## config.mk

```make
export PLATFORM = sky130hd
export DESIGN_NAME = game_supervisor
export DESIGN_NICKNAME = d
export VERILOG_FILES = /design/src/rtl/game_supervisor_pkg.sv /design/src/rtl/crash_accum.sv /design/src/rtl/game_supervisor.sv
export SDC_FILE = /design/constraint.sdc
export NUM_CORES = 1
export LEC_CHECK = 0
export CAP_MARGIN = 30
export CORE_MARGIN = 2
export CORE_UTILIZATION = 47
export DETAILED_ROUTE_END_ITERATION = 8
export PLACE_DENSITY_LB_ADDON = 0.15
export SKIP_LAST_GASP = 1
export SYNTH_ARGS = -nofsm -noshare
export SYNTH_HDL_FRONTEND = slang
export SYNTH_HIERARCHICAL = 1
export SYNTH_SLANG_ARGS = --single-unit
```

## constraint.sdc

```tcl
create_clock -name clk_vga -period 2.9 [get_ports clk_vga]
set_clock_uncertainty 0.2 [all_clocks]
set_input_delay 0.435 -clock clk_vga [delete_from_list [all_inputs] [get_ports clk_vga]]
set_output_delay 0.435 -clock clk_vga [all_outputs]
set_load 0.1 [all_outputs]
```

## src/rtl/game_supervisor_pkg.sv

```systemverilog
// Shared types for the game supervisor: status encodings and a small popcount helper.
package game_supervisor_pkg;

    localparam int unsigned GAME_STATUS_BIT_LEN = 3;
    localparam int unsigned POP_IN_W            = 16;
    localparam int unsigned POP_OUT_W           = 5;

    typedef enum logic [GAME_STATUS_BIT_LEN-1:0] {
        GAME_STATUS_PAUSE  = 3'b000,
        GAME_STATUS_RUN    = 3'b001,
        GAME_STATUS_PRERUN = 3'b010,
        GAME_STATUS_OVER   = 3'b011
    } game_status_e;

    // Number of set bits in a zero-extended hit vector.
    function automatic logic [POP_OUT_W-1:0] popcount16(input logic [POP_IN_W-1:0] v);
        logic [POP_OUT_W-1:0] c;
        c = '0;
        for (int unsigned i = 0; i < POP_IN_W; i++) begin
            c = c + POP_OUT_W'(v[i]);
        end
        return c;
    endfunction

endpackage

```

## src/rtl/crash_accum.sv

```systemverilog
// Sticky OR-accumulator of per-pixel collisions; publishes the frame result on commit.
module crash_accum #(
    parameter int unsigned W = 1
) (
    input  logic         clk_vga,
    input  logic         rst_n,
    input  logic         acc_en,
    input  logic         clear,
    input  logic         commit,
    input  logic [W-1:0] hit,
    output logic [W-1:0] acc,
    output logic [W-1:0] crash
);

    // The commit-cycle pixel is dropped: acc restarts from zero on commit.
    always_ff @(posedge clk_vga or negedge rst_n) begin
        if (!rst_n) begin
            acc   <= '0;
            crash <= '0;
        end else begin
            if (!acc_en || commit) acc <= '0;
            else                   acc <= acc | hit;
            if (clear)             crash <= '0;
            else if (commit)       crash <= acc;
        end
    end

endmodule

```

## src/rtl/game_supervisor.sv

```systemverilog
// Game state machine with per-frame collision commit, lives, invulnerability, bombs and score.
module game_supervisor
    import game_supervisor_pkg::*;
#(
    parameter int unsigned N_ENEMY       = 4,
    parameter int unsigned LIVES_W       = 3,
    parameter int unsigned INIT_LIVES    = 3,
    parameter int unsigned BOMB_W        = 2,
    parameter int unsigned INIT_BOMBS    = 1,
    parameter int unsigned INVULN_FRAMES = 120,
    parameter int unsigned INVULN_W      = 7,
    parameter int unsigned SCORE_W       = 16
) (
    input  logic                           clk_vga,
    input  logic                           rst_n,
    input  logic                           frame_start_i,
    input  logic                           disp_i,
    input  logic                           me_alpha_i,
    input  logic                           bullet_alpha_i,
    input  logic [N_ENEMY-1:0]             enemy_alpha_i,
    input  logic                           bonus_alpha_i,
    input  logic                           start_i,
    input  logic                           pause_i,
    input  logic                           bomb_req_i,
    output logic [GAME_STATUS_BIT_LEN-1:0] game_status_o,
    output logic [N_ENEMY-1:0]             crash_me_enemy_o,
    output logic [N_ENEMY-1:0]             crash_enemy_bullet_o,
    output logic                           crash_me_bonus_o,
    output logic                           hit_valid_o,
    output logic                           bomb_o,
    output logic [LIVES_W-1:0]             lives_o,
    output logic [BOMB_W-1:0]              bombs_o,
    output logic [SCORE_W-1:0]             score_o,
    output logic                           invuln_o
);

    localparam int unsigned SUM_W = SCORE_W + 1;
    localparam logic [BOMB_W-1:0]  BOMB_MAX  = '1;
    localparam logic [SCORE_W-1:0] SCORE_MAX = '1;

    game_status_e         state, state_d;
    logic [LIVES_W-1:0]   lives, lives_d;
    logic [BOMB_W-1:0]    bombs, bombs_d;
    logic [SCORE_W-1:0]   score, score_d;
    logic [INVULN_W-1:0]  invuln, invuln_d;
    logic                 hit_valid_d, bomb_d;

    logic                 run, commit, clear_crash;
    logic [N_ENEMY-1:0]   me_enemy_px, bullet_enemy_px;
    logic                 me_bonus_px;
    logic [N_ENEMY-1:0]   acc_me, acc_bullet;
    logic                 acc_bonus;
    logic [SUM_W-1:0]     score_sum;

    assign run         = (state == GAME_STATUS_RUN);
    assign commit      = run && frame_start_i;
    assign clear_crash = start_i && ((state == GAME_STATUS_PRERUN) || (state == GAME_STATUS_OVER));

    assign me_enemy_px     = {N_ENEMY{disp_i & me_alpha_i}} & enemy_alpha_i;
    assign bullet_enemy_px = {N_ENEMY{disp_i & bullet_alpha_i}} & enemy_alpha_i;
    assign me_bonus_px     = disp_i & me_alpha_i & bonus_alpha_i;

    crash_accum #(.W(N_ENEMY)) u_acc_me_enemy (
        .clk_vga(clk_vga), .rst_n(rst_n), .acc_en(run), .clear(clear_crash), .commit(commit),
        .hit(me_enemy_px), .acc(acc_me), .crash(crash_me_enemy_o)
    );

    crash_accum #(.W(N_ENEMY)) u_acc_enemy_bullet (
        .clk_vga(clk_vga), .rst_n(rst_n), .acc_en(run), .clear(clear_crash), .commit(commit),
        .hit(bullet_enemy_px), .acc(acc_bullet), .crash(crash_enemy_bullet_o)
    );

    crash_accum #(.W(1)) u_acc_me_bonus (
        .clk_vga(clk_vga), .rst_n(rst_n), .acc_en(run), .clear(clear_crash), .commit(commit),
        .hit(me_bonus_px), .acc(acc_bonus), .crash(crash_me_bonus_o)
    );

    assign score_sum = SUM_W'(score) + SUM_W'(popcount16(POP_IN_W'(acc_bullet)));

    // Next-state: bomb spend is applied before the bonus refill so saturation nets out.
    always_comb begin
        state_d     = state;
        lives_d     = lives;
        bombs_d     = bombs;
        score_d     = score;
        invuln_d    = invuln;
        hit_valid_d = 1'b0;
        bomb_d      = 1'b0;
        case (state)
            GAME_STATUS_PRERUN, GAME_STATUS_OVER: begin
                if (start_i) begin
                    state_d  = GAME_STATUS_RUN;
                    lives_d  = LIVES_W'(INIT_LIVES);
                    bombs_d  = BOMB_W'(INIT_BOMBS);
                    score_d  = '0;
                    invuln_d = '0;
                end
            end
            GAME_STATUS_RUN: begin
                if (bomb_req_i && (bombs != '0)) begin
                    bombs_d = bombs - BOMB_W'(1);
                    bomb_d  = 1'b1;
                end
                if (commit) begin
                    hit_valid_d = 1'b1;
                    score_d     = score_sum[SCORE_W] ? SCORE_MAX : score_sum[SCORE_W-1:0];
                    if (acc_bonus && (bombs_d != BOMB_MAX)) bombs_d = bombs_d + BOMB_W'(1);
                    if ((|acc_me) && (invuln == '0)) begin
                        if (lives == LIVES_W'(1)) begin
                            lives_d = '0;
                            state_d = GAME_STATUS_OVER;
                        end else begin
                            lives_d  = lives - LIVES_W'(1);
                            invuln_d = INVULN_W'(INVULN_FRAMES);
                        end
                    end else if (invuln != '0) begin
                        invuln_d = invuln - INVULN_W'(1);
                    end
                end
                if (pause_i && (state_d == GAME_STATUS_RUN)) state_d = GAME_STATUS_PAUSE;
            end
            GAME_STATUS_PAUSE: begin
                if (pause_i) state_d = GAME_STATUS_RUN;
            end
            default: state_d = GAME_STATUS_PRERUN;
        endcase
    end

    always_ff @(posedge clk_vga or negedge rst_n) begin
        if (!rst_n) begin
            state       <= GAME_STATUS_PRERUN;
            lives       <= LIVES_W'(INIT_LIVES);
            bombs       <= BOMB_W'(INIT_BOMBS);
            score       <= '0;
            invuln      <= '0;
            invuln_o    <= 1'b0;
            hit_valid_o <= 1'b0;
            bomb_o      <= 1'b0;
        end else begin
            state       <= state_d;
            lives       <= lives_d;
            bombs       <= bombs_d;
            score       <= score_d;
            invuln      <= invuln_d;
            invuln_o    <= (invuln_d != '0);
            hit_valid_o <= hit_valid_d;
            bomb_o      <= bomb_d;
        end
    end

    assign game_status_o = state;
    assign lives_o       = lives;
    assign bombs_o       = bombs;
    assign score_o       = score;

endmodule

```

==> metrics.md, run 1 <==
| Metric | Value |
|---|---|
| Largest net degree at the start of global routing | `26` |
| Synth Warn # | `6` |
| GRT busiest layer | `met2` |
| Fmax | `328 MHz` |
| Clock share of power | `0.269` |
| WHS Path Cells | `1` |
| Worst-Margin Slew | `0.530 ns` |
| Failing checks | `negative setup slack` |
| Synthesized area | `0.00280 sq mm` |
| Switching part of the total | `0.334` |
| Pre-Repair DR Iteration Count | `4` |
| Final net count | `387` |
| NetSw | `0.545 mW` |
| Min-delay src | `game_status_o[2]` |
| Relative slew slack | `0.647` |
| Global-route wire length before repair | `11100 um` |
| Ratio of cells with drive above 1 in the final layout | `0.302` |
| Clk_lat worst skew | `0.31 ns` |
| Root Buffer | `clkbuf_8` |
| Die X | `81.1 um` |
| # IOs | `50` |
| Syn_nets | `311` |
| Critical Path Sink Type | `register` |
| Gr usage total | `0.217` |
| Seq cells post-synth | `52` |
| Post-layout min period | `3.05 ns` |
| Post-Place Worst Slack | `-0.259 ns` |
| Placer Congestion | `0.888` |
| Internal power | `1.09 mW` |
| Reg2reg path depth | `10` |
| DRC | `0` |
| Maximum root-to-sink buffer count | `2` |
| # rows | `28` |
| Die height | `81.1 um` |
| IO Port Bufs | `49` |
| Post-synth EDFFs | `0` |
| Pwr Density | `451 mW/mm^2` |
| Crit path max fanout | `7` |
| Final Util | `0.620` |
| HP Class | `register to register` |
| ANT cells | `0` |
| Hold Vio Cnt, Final | `0` |
| Most common cell in the netlist | `dfrtp_1` |
| # clock sinks | `52` |
| CP required | `2.91 ns` |
| Share of the synthesized area in the top cell type | `0.430` |
| Met2 Track Usage GR | `0.365` |
| Vias in the first global route | `2322` |
| Max_cap viols | `0` |
| R2R Setup Slk | `-0.15 ns` |
| CP Launch Type | `register` |
| DRT iter0 DRCs | `53` |
| Seq pwr share | `0.477` |
| VDD IR max | `327 uV` |
| Comb pwr share | `0.253` |
| WHS Endpoint | `game_status_o[0]` |
| Routed WL | `6640 um` |
| Ys flop type | `dfrtp_1` |
| Worst R2R End | `score_o[2]` |
| Global route overflow | `0` |
| Setup violators final | `10` |
| Design Area, Final | `0.00363 sq mm` |
| GR Util met3 | `0.0356` |
| RSZ-0062 raised after global routing | `yes` |
| Initial antenna violation count | `0` |
| Leak | `1.76 nW` |
| DP Area | `0.00345 sq mm` |
| Routed via count | `2400` |
| Setup_tns | `-0.971 ns` |
| Syn_area_per_cell | `9.74 sq um` |
| WL/cell | `15.1 um` |
| Post-Synthesis Cells | `287` |
| Part of the cycle the worst path needs | `1.05` |
| Post-synthesis sequential area ratio | `0.467` |
| Number of distinct library cells after synthesis | `57` |
| Met1 Use GR | `0.288` |
| Synth top area cells | `dfrtp_1, nor2_1, mux2i_1` |
| Status | `complete, but fails checks` |
| Antenna-violating nets left | `0` |
| CTS H-Tree Depth | `2` |
| Cts bufs inserted | `5` |
| Asr flop ratio synth | `1.00` |
| Area leader, netlist | `dfrtp_1` |
| Area delta synth->final | `29.7%` |
| Initial Utilization | `0.478` |
| Worst r2r src | `score_o[0]` |
| Hold WS | `0.316 ns` |
| Critical setup path kind | `register to register` |
| Slack of the critical path | `-0.146 ns` |
| Top post-synthesis cells by count | `dfrtp_1, nor2_1, a21oi_1, nand2_1` |
| TritonCTS clock tree | `yes` |
| Core footprint | `0.00585 sq mm` |
| DIE AREA | `0.00658 sq mm` |
| Worst-path clk slew | `0.10 ns` |
| Arrival time at the worst endpoint | `3.06 ns` |
| Fillers | `528` |
| Slew Viols, Final | `0` |
| DR vias/cell | `5.47` |
| Detailed Place HPWL | `4840 um` |
cells in the final DEF (no fill, tap or decap), types with 9 or more instances in the layout:
| cell type | netlist | final |
|---|---|---|
| mux2i_1 | 12 | 12 |
| nor2_1 | 39 | 39 |
| a31oi_1 | 10 | 9 |
| buf_4 | 0 | 65 |
| nand2_1 | 15 | 15 |
| a21oi_1 | 17 | 16 |
| o21ai_0 | 11 | 11 |
| dfrtp_1 | 48 | 46 |
| inv_1 | 14 | 13 |
| and3_1 | 14 | 14 |
| clkdlybuf4s50_1 | 0 | 12 |
stage by stage:
| step | power (mW) | instances |
|---|---|---|
| after floorplan | 1.08 | 287 |
| after global placement | 1.20 | 429 |
| after detailed placement | 1.21 | 429 |
| after CTS | 1.65 | 438 |
| after global routing | 1.72 | 439 |
| final | 1.64 | 439 |
registers in the layout (all words and copies together) (netlist names):
register,count
bomb_o,1
u_acc_enemy_bullet/crash,4
u_acc_me_enemy/acc,4
score_o,16
u_acc_me_bonus/crash,1
game_status_o,3
lives_o,3
u_acc_me_enemy/crash,4
hit_valid_o,1
u_acc_enemy_bullet/acc,4
invuln,7
invuln_o,1
bombs_o,2
u_acc_me_bonus/acc,1
cells by family after synthesis:
kind of cell | Yosys count | synth area share
fa+ha+maj | 10 | 0.0528
other cells | 1 | 0.00134
buf+inv | 25 | 0.0443
mux | 12 | 0.0430
compound gates | 67 | 0.155
xor+xnor | 1 | 0.00313
simple gates | 119 | 0.233
flops | 52 | 0.467
repair_timing:
item                                   CTS  global route
pin swaps                                3             1
setup buffers                            0             1
setup endpoints to repair               15            15
gates resized for setup                  7             5
endpoints found under the hold margin   19             0
hold buffers                             1             0
metal layers:
layer / wire (um) / share of wire
met1: 3080 / 0.46
met2: 3260 / 0.49
met3: 221 / 0.033
met4: 83 / 0.012
met5: 0 / 0
worst max-delay path by stage:
stage | startpoint | end | slack, ns | cells after the start
after floorplan | score_o[0] | score_o[6] | -0.49 | 12
after global placement | score_o[0] | score_o[9] | -0.14 | 10
after detailed placement | score_o[0] | score_o[9] | -0.26 | 10
after CTS | score_o[0] | score_o[9] | -0.13 | 10
after global routing | score_o[0] | score_o[4] | -0.26 | 10
final | score_o[0] | score_o[2] | -0.15 | 10
cell type report:
type	count	area (sq um)	area share
multi-input cells	210	1440	0.396
repair buffers	79	623	0.172
well taps	75	93.8	0.0259
flip-flops and latches	52	1320	0.363
inverters	15	61.3	0.0169
clock buffers	6	82.6	0.0228
clock inverters	2	15.0	0.00414
critical path, cell delays in order (launching register included):
cell,delay (ns)
dfrtp_4,0.49
fa_1,0.49
inv_1,0.05
fa_2,0.34
inv_2,0.07
fa_2,0.19
and2_4,0.14
nand4_1,0.11
or3_4,0.39
and2_4,0.21
a311oi_2,0.26
power by group through the flow:
stage          clock network, mW  logic (mW)  registers (mW)
6_report                   0.440       0.414           0.781
5_1_grt                    0.480       0.452           0.786
4_1_cts                    0.458       0.416           0.781
3_5_place_dp                   0       0.413           0.795
3_3_place_gp                   0       0.408           0.793
2_1_floorplan                  0       0.174           0.909
(Power assumes the default switching activity.)
==> inputs of run 2 (changes only) <==
--- a/config.mk
+++ b/config.mk
@@ -15,3 +15,4 @@
 export SYNTH_HDL_FRONTEND = slang
 export SYNTH_HIERARCHICAL = 1
 export SYNTH_SLANG_ARGS = --single-unit
+export TNS_END_PERCENT = 50
==> metrics.md, run 2 (synthesized netlist as in run 1, its figures left out) <==
| Metric | Value |
|---|---|
| Status | `complete, but fails checks` |
| Failing checks | `negative setup slack` |
| WL/cell | `14.8 um` |
| Ratio of cells with drive above 1 in the final layout | `0.285` |
| Part of the cycle the worst path needs | `1.05` |
| Comb pwr share | `0.250` |
| Fillers | `511` |
| Clock share of power | `0.275` |
| Area delta synth->final | `28.6%` |
| Critical Path Sink Type | `register` |
| Arrival time at the worst endpoint | `3.05 ns` |
| Die X | `81.1 um` |
| WHS Endpoint | `lives_o[1]` |
| RSZ-0062 raised after global routing | `yes` |
| Worst r2r src | `score_o[0]` |
| CP required | `2.92 ns` |
| Slew Viols, Final | `0` |
| Min-delay src | `lives_o[1]` |
| Post-layout min period | `3.03 ns` |
| Relative slew slack | `0.655` |
| Initial antenna violation count | `0` |
| Maximum root-to-sink buffer count | `2` |
| Seq pwr share | `0.476` |
| # rows | `28` |
| Vias in the first global route | `2346` |
| Largest net degree at the start of global routing | `31` |
| Core footprint | `0.00585 sq mm` |
| Global route overflow | `0` |
| Antenna-violating nets left | `0` |
| Routed via count | `2388` |
| Critical setup path kind | `register to register` |
| Pwr Density | `456 mW/mm^2` |
| Commonest non-fill, non-tap cell in the layout | `buf_4` |
| Gr usage total | `0.211` |
| Max_cap viols | `0` |
| DIE AREA | `0.00658 sq mm` |
| # IOs | `50` |
| VDD IR max | `317 uV` |
| DRT iter0 DRCs | `122` |
| Setup_tns | `-0.949 ns` |
| Tot Pwr | `1.64 mW` |
| Worst-Margin Slew | `0.517 ns` |
| Switching part of the total | `0.323` |
| Fmax | `330 MHz` |
| Clk_lat worst skew | `0.31 ns` |
| R2R Setup Slk | `-0.13 ns` |
| Reg2reg path depth | `10` |
| Pre-Repair DR Iteration Count | `4` |
| Initial Utilization | `0.478` |
| Leak | `1.78 nW` |
| DR vias/cell | `5.48` |
| Internal power | `1.11 mW` |
| Cts bufs inserted | `5` |
| Most frequent cells in the layout | `buf_4, dfrtp_1, nor2_1, a21oi_1` |
| WHS Path Cells | `2` |
| Worst R2R End | `score_o[2]` |
| CP Launch Type | `register` |
| CP startpoint | `score_o[0]` |
| NetSw | `0.530 mW` |
| # clock sinks | `52` |
| Final Util | `0.615` |
| Crit path max fanout | `6` |
| CTS H-Tree Depth | `2` |
| DRC | `0` |
| Root Buffer | `clkbuf_8` |
| Hold Vio Cnt, Final | `0` |
| ANT cells | `0` |
| Routed WL | `6470 um` |
| HP Class | `register to register` |
| Slack of the critical path | `-0.134 ns` |
| Setup violators final | `11` |
| IO Port Bufs | `49` |
| Max reg flops | `16` |
| TritonCTS clock tree | `yes` |
| Placer Congestion | `0.866` |
| Detailed Place HPWL | `4850 um` |
| Worst-path clk slew | `0.09 ns` |
| Post-Place Worst Slack | `-0.279 ns` |
| Global-route wire length before repair | `10800 um` |
| Die height | `81.1 um` |
| Final net count | `384` |
run 2: final cells by class:
| cell class | count | area, sq um | area share |
|---|---|---|---|
| multi-input cells | 210 | 1420 | 0.394 |
| flip-flops and latches | 52 | 1310 | 0.364 |
| repair buffers | 76 | 613 | 0.170 |
| clock buffers | 8 | 100 | 0.0278 |
| well taps | 75 | 93.8 | 0.0261 |
| inverters | 15 | 61.3 | 0.0170 |
run 2: routing by layer:
metal  vias to the layer above  track usage  wire (um)
met5                         -            0          0
li1                       1169            -          -
met4                         0       0.0475         57
met2                        47        0.371       3250
met1                      1165        0.276       2900
met3                         7       0.0300        261
run 2: power by group through the flow:
stage	logic (mW)	clock network [mW]	registers [mW]
floorplan	0.174	0	0.909
global placement	0.404	0	0.794
detailed placement	0.409	0	0.795
CTS	0.412	0.461	0.781
global route	0.445	0.496	0.785
finish	0.410	0.451	0.780
run 2: how the worst max path moves through the flow:
stage	end	cells after the start	slack (ns)
finish	score_o[2]	10	-0.13
global route	score_o[4]	10	-0.24
CTS	score_o[4]	10	-0.13
detailed placement	score_o[4]	10	-0.28
global placement	score_o[9]	10	-0.13
floorplan	score_o[6]	12	-0.49
run 2: what timing repair did:
action | 4_1_cts | 5_1_grt
hold endpoints to repair | 21 | 0
resized for setup | 6 | 5
endpoints found under the setup margin | 15 | 16
pin swaps | 2 | 5
hold buffers | 1 | 0
setup buffers | 1 | 2
run 2: stage by stage:
step | area (sq um) | hold slack, ns | instances
floorplan | 2820 | -0.0606 | 287
global placement | 3420 | 0.243 | 424
detailed placement | 3420 | 0.242 | 424
CTS | 3560 | 0.322 | 434
global route | 3600 | 0.341 | 436
finish | 3600 | 0.318 | 436
run 2: critical path: stages, from the launching register on:
cell,delay (ns)
dfrtp_4,0.49
fa_1,0.48
inv_1,0.05
fa_2,0.34
inv_2,0.07
fa_2,0.20
and2_4,0.14
nand4_1,0.12
or3_4,0.39
and2_4,0.21
a311oi_2,0.26
==> inputs of run 3 (changes only) <==
--- a/config.mk
+++ b/config.mk
@@ -9,6 +9,7 @@
 export CORE_MARGIN = 2
 export CORE_UTILIZATION = 47
 export DETAILED_ROUTE_END_ITERATION = 8
+export HOLD_SLACK_MARGIN = 0.12
 export PLACE_DENSITY_LB_ADDON = 0.15
 export SKIP_LAST_GASP = 1
 export SYNTH_ARGS = -nofsm -noshare
==> results of run 3 <==
The final DEF is identical to that of run 2; final timing and power are the same.
